<file path="src/rtl/clock_set_controller.sv">
// Time-setting controller for a digital clock: selects run / set-hours / set-minutes / commit,
// edits a shadow copy of the time, times out idle edits and drives a blinking BCD display.
module clock_set_controller #(
    parameter int TIMEOUT_S = 30
) (
    input  logic        clk,
    input  logic        reset,
    input  logic        tick_1hz,
    input  logic        btn_mode,
    input  logic        btn_inc,
    input  logic [4:0]  cur_hours,
    input  logic [5:0]  cur_minutes,
    output logic        count_en,
    output logic        load,
    output logic [4:0]  load_hours,
    output logic [5:0]  load_minutes,
    output logic [1:0]  mode,
    output logic [15:0] bcd_data,
    output logic [3:0]  blank
);
    localparam int IDLE_W = $clog2(TIMEOUT_S + 1);

    typedef enum logic [1:0] {
        RUN     = 2'd0,
        SET_HR  = 2'd1,
        SET_MIN = 2'd2,
        COMMIT  = 2'd3
    } state_t;

    state_t state, state_next;

    logic [4:0]        edit_h;
    logic [5:0]        edit_m;
    logic [IDLE_W-1:0] idle_cnt;
    logic              blink;
    logic              in_set;
    logic              any_btn;
    logic              timeout;

    function automatic logic [7:0] to_bcd(input logic [6:0] value);
        return {4'(value / 7'd10), 4'(value % 7'd10)};
    endfunction

    // A button pressed on the expiring tick keeps the edit alive.
    always_comb begin
        in_set  = (state == SET_HR) || (state == SET_MIN);
        any_btn = btn_mode || btn_inc;
        timeout = in_set && tick_1hz && !any_btn
                  && (idle_cnt == IDLE_W'(TIMEOUT_S - 1));
    end

    always_ff @(posedge clk) begin
        if (reset) begin
            state <= RUN;
        end else begin
            state <= state_next;
        end
    end

    always_comb begin
        state_next = state;
        count_en   = 1'b0;
        load       = 1'b0;
        case (state)
            RUN: begin
                count_en = tick_1hz && !reset;
                if (btn_mode) begin
                    state_next = SET_HR;
                end
            end
            SET_HR: begin
                if (btn_mode) begin
                    state_next = SET_MIN;
                end else if (timeout) begin
                    state_next = RUN;
                end
            end
            SET_MIN: begin
                if (btn_mode) begin
                    state_next = COMMIT;
                end else if (timeout) begin
                    state_next = RUN;
                end
            end
            COMMIT: begin
                load       = !reset;
                state_next = RUN;
            end
            default: state_next = RUN;
        endcase
    end

    assign mode = state;

    always_ff @(posedge clk) begin
        if (reset) begin
            edit_h       <= '0;
            edit_m       <= '0;
            idle_cnt     <= '0;
            blink        <= 1'b0;
            load_hours   <= '0;
            load_minutes <= '0;
            bcd_data     <= '0;
            blank        <= '0;
        end else begin
            case (state)
                RUN: begin
                    if (btn_mode) begin
                        edit_h <= (cur_hours > 5'd23) ? 5'd0 : cur_hours;
                        edit_m <= (cur_minutes > 6'd59) ? 6'd0 : cur_minutes;
                    end
                end
                SET_HR: begin
                    if (btn_inc && !btn_mode) begin
                        edit_h <= (edit_h == 5'd23) ? 5'd0 : edit_h + 5'd1;
                    end
                end
                SET_MIN: begin
                    if (btn_inc && !btn_mode) begin
                        edit_m <= (edit_m == 6'd59) ? 6'd0 : edit_m + 6'd1;
                    end
                    // Latch the commit values on the way into COMMIT so they are valid with load.
                    if (btn_mode) begin
                        load_hours   <= edit_h;
                        load_minutes <= edit_m;
                    end
                end
                default: ;
            endcase

            if (!in_set || any_btn) begin
                idle_cnt <= '0;
            end else if (tick_1hz) begin
                idle_cnt <= idle_cnt + IDLE_W'(1);
            end

            if (!in_set || btn_mode) begin
                blink <= 1'b0;
            end else if (tick_1hz) begin
                blink <= ~blink;
            end

            if (in_set) begin
                bcd_data <= {to_bcd({2'b00, edit_h}), to_bcd({1'b0, edit_m})};
            end else begin
                bcd_data <= {to_bcd({2'b00, cur_hours}), to_bcd({1'b0, cur_minutes})};
            end

            if (blink && state == SET_HR) begin
                blank <= 4'b1100;
            end else if (blink && state == SET_MIN) begin
                blank <= 4'b0011;
            end else begin
                blank <= 4'b0000;
            end
        end
    end

endmodule

</file>
<file path="config.mk">
export PLATFORM = sky130hd
export DESIGN_NAME = clock_set_controller
export DESIGN_NICKNAME = d
export VERILOG_FILES = /design/src/rtl/clock_set_controller.sv
export SDC_FILE = /design/constraint.sdc
export NUM_CORES = 1
export LEC_CHECK = 0
export CORE_ASPECT_RATIO = 1.25
export CORE_MARGIN = 4
export CORE_UTILIZATION = 38
export CTS_CLUSTER_DIAMETER = 60
export DETAILED_ROUTE_END_ITERATION = 16
export SLEW_MARGIN = 20
export SYNTH_ARGS = -nofsm -noshare
export SYNTH_HDL_FRONTEND = slang
export SYNTH_SLANG_ARGS = --single-unit
export TNS_END_PERCENT = 5
</file>
<file path="constraint.sdc">
create_clock -name clk -period 4.1 [get_ports clk]
set_input_delay 1.23 -clock clk [delete_from_list [all_inputs] [get_ports clk]]
set_output_delay 1.23 -clock clk [all_outputs]
set_load 0.01 [all_outputs]
</file>
==> flow_results.org <==
** Power and ir drop
- The share of total power dissipated in the clock network is 25.9%.
- For this design the total switching power over the nets is 326 uW.
- Power per cell area :: 338 mW/mm2
- The worst-case IR drop observed on VDD is 0.000154 V.
- Share of power burned in combinational logic :: 28.5%
- Internal power comes to 746 uW.
- Sequential cells burn 45.5% of the power.
- The design draws 1.07 mW.
- Net switching is 30.4% of the power.
- In this run the static leakage power is 1.16 nW.

** CTS
- Skew-Pair Late Insertion Delay :: 0.29 ns
- Cell chosen for the clock root :: sky130_fd_sc_hd__clkbuf_8
- CTS buffer count :: 5
- TritonCTS built the clock tree.
- H-tree Lvls :: 2
- Buffer depth of the longest clock path :: 2
- Reg clk slew, reported paths :: 0.08 ns
- Clk sinks :: 45

** Setup path
- In this run the worst path has a maximum fanout of 4.
- Worst path max stage delay :: 0.53 ns
- Data required time at the worst endpoint :: 2.87 ns
- The worst setup path is launched from a primary input.
- STA classifies the critical path endpoint as an output port.
- Traced cell by cell, the critical path runs through clkdlybuf4s50_1 -> inv_1 -> and3_1 -> clkdlybuf4s50_1.
- The setup path with the least slack is of type in -> out.
- At the worst endpoint, the arrival time is 2.63 ns.
- The most numerous cell type found on the critical path is sky130_fd_sc_hd__clkdlybuf4s50_1.
- Cell with the biggest individual delay on the critical path :: sky130_fd_sc_hd__clkdlybuf4s50_1
- Grouping stages by cell kind, the critical path spends the most delay in buffers and inverters.
- Counting both buffers and inverters, the worst setup path holds a total of 3.

** Logic synthesis
- Synth Warn # :: 0
- Counting distinct cell types in the post-synthesis netlist gives 54.
- In this run, synthesis inferred 0 flip-flops with an integrated enable.
- Sequential-to-total area share from yosys stat :: 35.3%
- In this run the mean area of a mapped cell was 8.07 um2.
- The cell count after synthesis came out at 316.
- The synthesized design contains 45 register bits.
- The most used flip-flop cell after synthesis is sky130_fd_sc_hd__dfxtp_1.
- Share of async-settable or async-resettable flops after synthesis :: 0%
- Summing every instance area after synthesis gives 0.00255 mm2.

** Place
- In this run, placement finished with an instance count of 438.
- Routability-driven placement finished with a final weighted congestion of 0.855.
- Hpwl dp :: 4440 um
- Number of I/O port buffers :: 47
- Post-placement setup slack :: 0.0176 ns

** Timing
- Endpoints failing setup :: 0
- Setup repair after global routing missed its margin :: no
- Aggregate negative setup slack :: 0 ns
- Period Utilization, post-route :: 94.2%
- The final number of hold-violating endpoints came to 0.
- Worst-case setup margin in the final layout :: 0.238 ns
- Clock skew on the completed layout was measured at 0.00537 ns.
- Hold timing on the final database bottoms out at a slack of 0.456 ns.
- Measured against its own limit, the worst slew margin works out to 48.0%.
- The clock period could shrink to 3.86 ns.
- At the pin with the least slew margin, the transition time is 0.775 ns.
- Max frequency :: 259 MHz
- The final max-slew violation count came to 0.

** Min path
- The min-delay analysis places its worst path in the category reg -> reg.

** GRT
- Global routing finished with a remaining overflow of 0.
- The number of global-route vias before repair came to 2271.
- The first global-routing pass estimated 10200 um of wire.
- Total routing resource utilization after global routing :: 15.8%
- The initial antenna violation count is 0.
- Maximum number of pins on one net before global-route repair :: 39

** Final layout
- The final layout contains 388 nets.
- Number of filler instances in the final layout :: 647
- Antenna diodes :: 0
- Compared with the post-synthesis result, the final layout area differs by 24.2%.
- Most common library cell in the layout ignoring fill and taps :: sky130_fd_sc_hd__clkdlybuf4s50_1
- Highest-count cells in the layout ignoring fill and taps :: sky130_fd_sc_hd__clkdlybuf4s50_1 (47), sky130_fd_sc_hd__dfxtp_1 (45), sky130_fd_sc_hd__nand2_1 (41)
- In the final layout, the multi-input gates occupy 0.00150 mm2.
- After the flow finishes, the layout carries non-filler instances totaling 445.
- Of the cells placed in the final design, the portion with a size suffix greater than 1 is 7.26%.
- Across the whole layout, storage elements account for 901 um2.

** Routing
- After detailed routing, the number of vias per cell comes to 5.35.
- Total via count after detailed routing :: 2380
- Routed wire length :: 6150 um
- First-pass DRT Iterations :: 4
- Once detail routing completed, the nets flagged for antenna violations numbered 0.
- In the final routed layout, each cell accounts on average for 13.8 um.
- Number of design-rule violations left by the first detailed-router iteration :: 135
- For this run, design rule violations remaining after detail routing come to 0.

** Floorplan
- Width of the chip :: 81.3 um
- DIE AREA :: 0.00810 mm2
- Chip Height :: 99.6 um
- Std-Cell Core Area :: 0.00657 mm2
- Initial core utilization :: 38.9%
- 51 I/O pins were placed.
- After floorplanning, the core was divided into 33 placement rows.

** Run status
- Result of the run :: finished clean

** Run
- Max-cap violations in this run came to 0.
[path summary, 6_finish.rpt]
path	from	to	slack (ns)	cells after the start
worst min register to register	load_minutes[3]	load_minutes[3]	0.46	2
worst max-delay path	reset	count_en	0.24	4
worst min-delay path	load_minutes[3]	load_minutes[3]	0.46	2
worst max register to register	mode[1]	bcd_data[10]	0.57	13
[cells in the mapped netlist (all sizes together) (5+ instances only)]
library cell	count	share of area, %
a211oi	6	1.8
a21oi	27	5.4
a22oi	5	1.5
buf	8	2.6
clkbuf	12	1.8
dfxtp	45	35
ha	14	6.9
inv	15	2.3
mux2	6	2.8
mux2i	7	2.9
nand2	41	6.0
nand3	11	2.2
nor2	28	4.1
nor3	11	2.2
o21ai	20	3.9
xor2	5	1.7
[per-layer routing]
layer  track usage [%]  wire, um  part of all wire [%]
met3              2.81       308                   5.0
met2              26.7      3050                    50
met4              5.85       108                   1.8
met1              19.7      2690                    44
met5                 0         0                     0
[worst register-to-register path: cells and delay by family, from the launching register on]
| kind | cells | cell delay (ns) |
|---|---|---|
| xor gates and xnor gates | 1 | 0.34 |
| AOI/OAI and AO/OA | 5 | 1.15 |
| adders and majority gates | 3 | 1.05 |
| DFF | 1 | 0.38 |
| muxes | 1 | 0.28 |
| buffers and inverters | 3 | 0.27 |
[final cells by class]
type / instances / area share [%]
repair buffers: 53 / 16.3
multi-input cells: 238 / 47.3
clock buffers: 7 / 2.72
well taps: 87 / 3.43
flip-flops and latches: 45 / 28.4
inverters: 15 / 1.86
[flip-flops by register name, summed over array words and instances, names as in the netlist]
signal and flops:
idle_cnt 5, blank 2, edit_h 5, bcd_data 13
blink 1, mode 2, load_hours 5, load_minutes 6
edit_m 6
[through the flow]
stage | cell area [um2] | util [%]
detailed placement | 3070 | 46.8
global placement | 3070 | 46.8
CTS | 3160 | 48.1
finish | 3170 | 48.3
global route | 3170 | 48.3
floorplan | 2560 | -
[logic make-up (layout without fill, tap and decap cells)]
group	count (synthesis)	count (layout)	synth area share (%)
muxes	13	13	5.69
other	1	3	0.147
and+or+nand+nor	117	117	21.6
xor gates and xnor gates	8	8	2.75
DFF	45	45	35.3
AOI/OAI and AO/OA	83	83	21.0
buffers and inverters	35	75	6.62
adders and majority gates	14	14	6.87
[timing repair]
action	CTS	global route
gates resized for setup	0	2
hold buffers	0	0
setup buffers	0	0
setup endpoints to repair	0	2
[power groups by stage]
stage	sequential [mW]	clock, mW	combinational (mW)
final	0.488	0.278	0.306
after CTS	0.488	0.290	0.302
after floorplan	0.505	0	0.190
after detailed placement	0.499	0	0.300
after global placement	0.498	0	0.298
after global routing	0.492	0.302	0.339
Note: power is estimated with default switching activity, not from simulation.
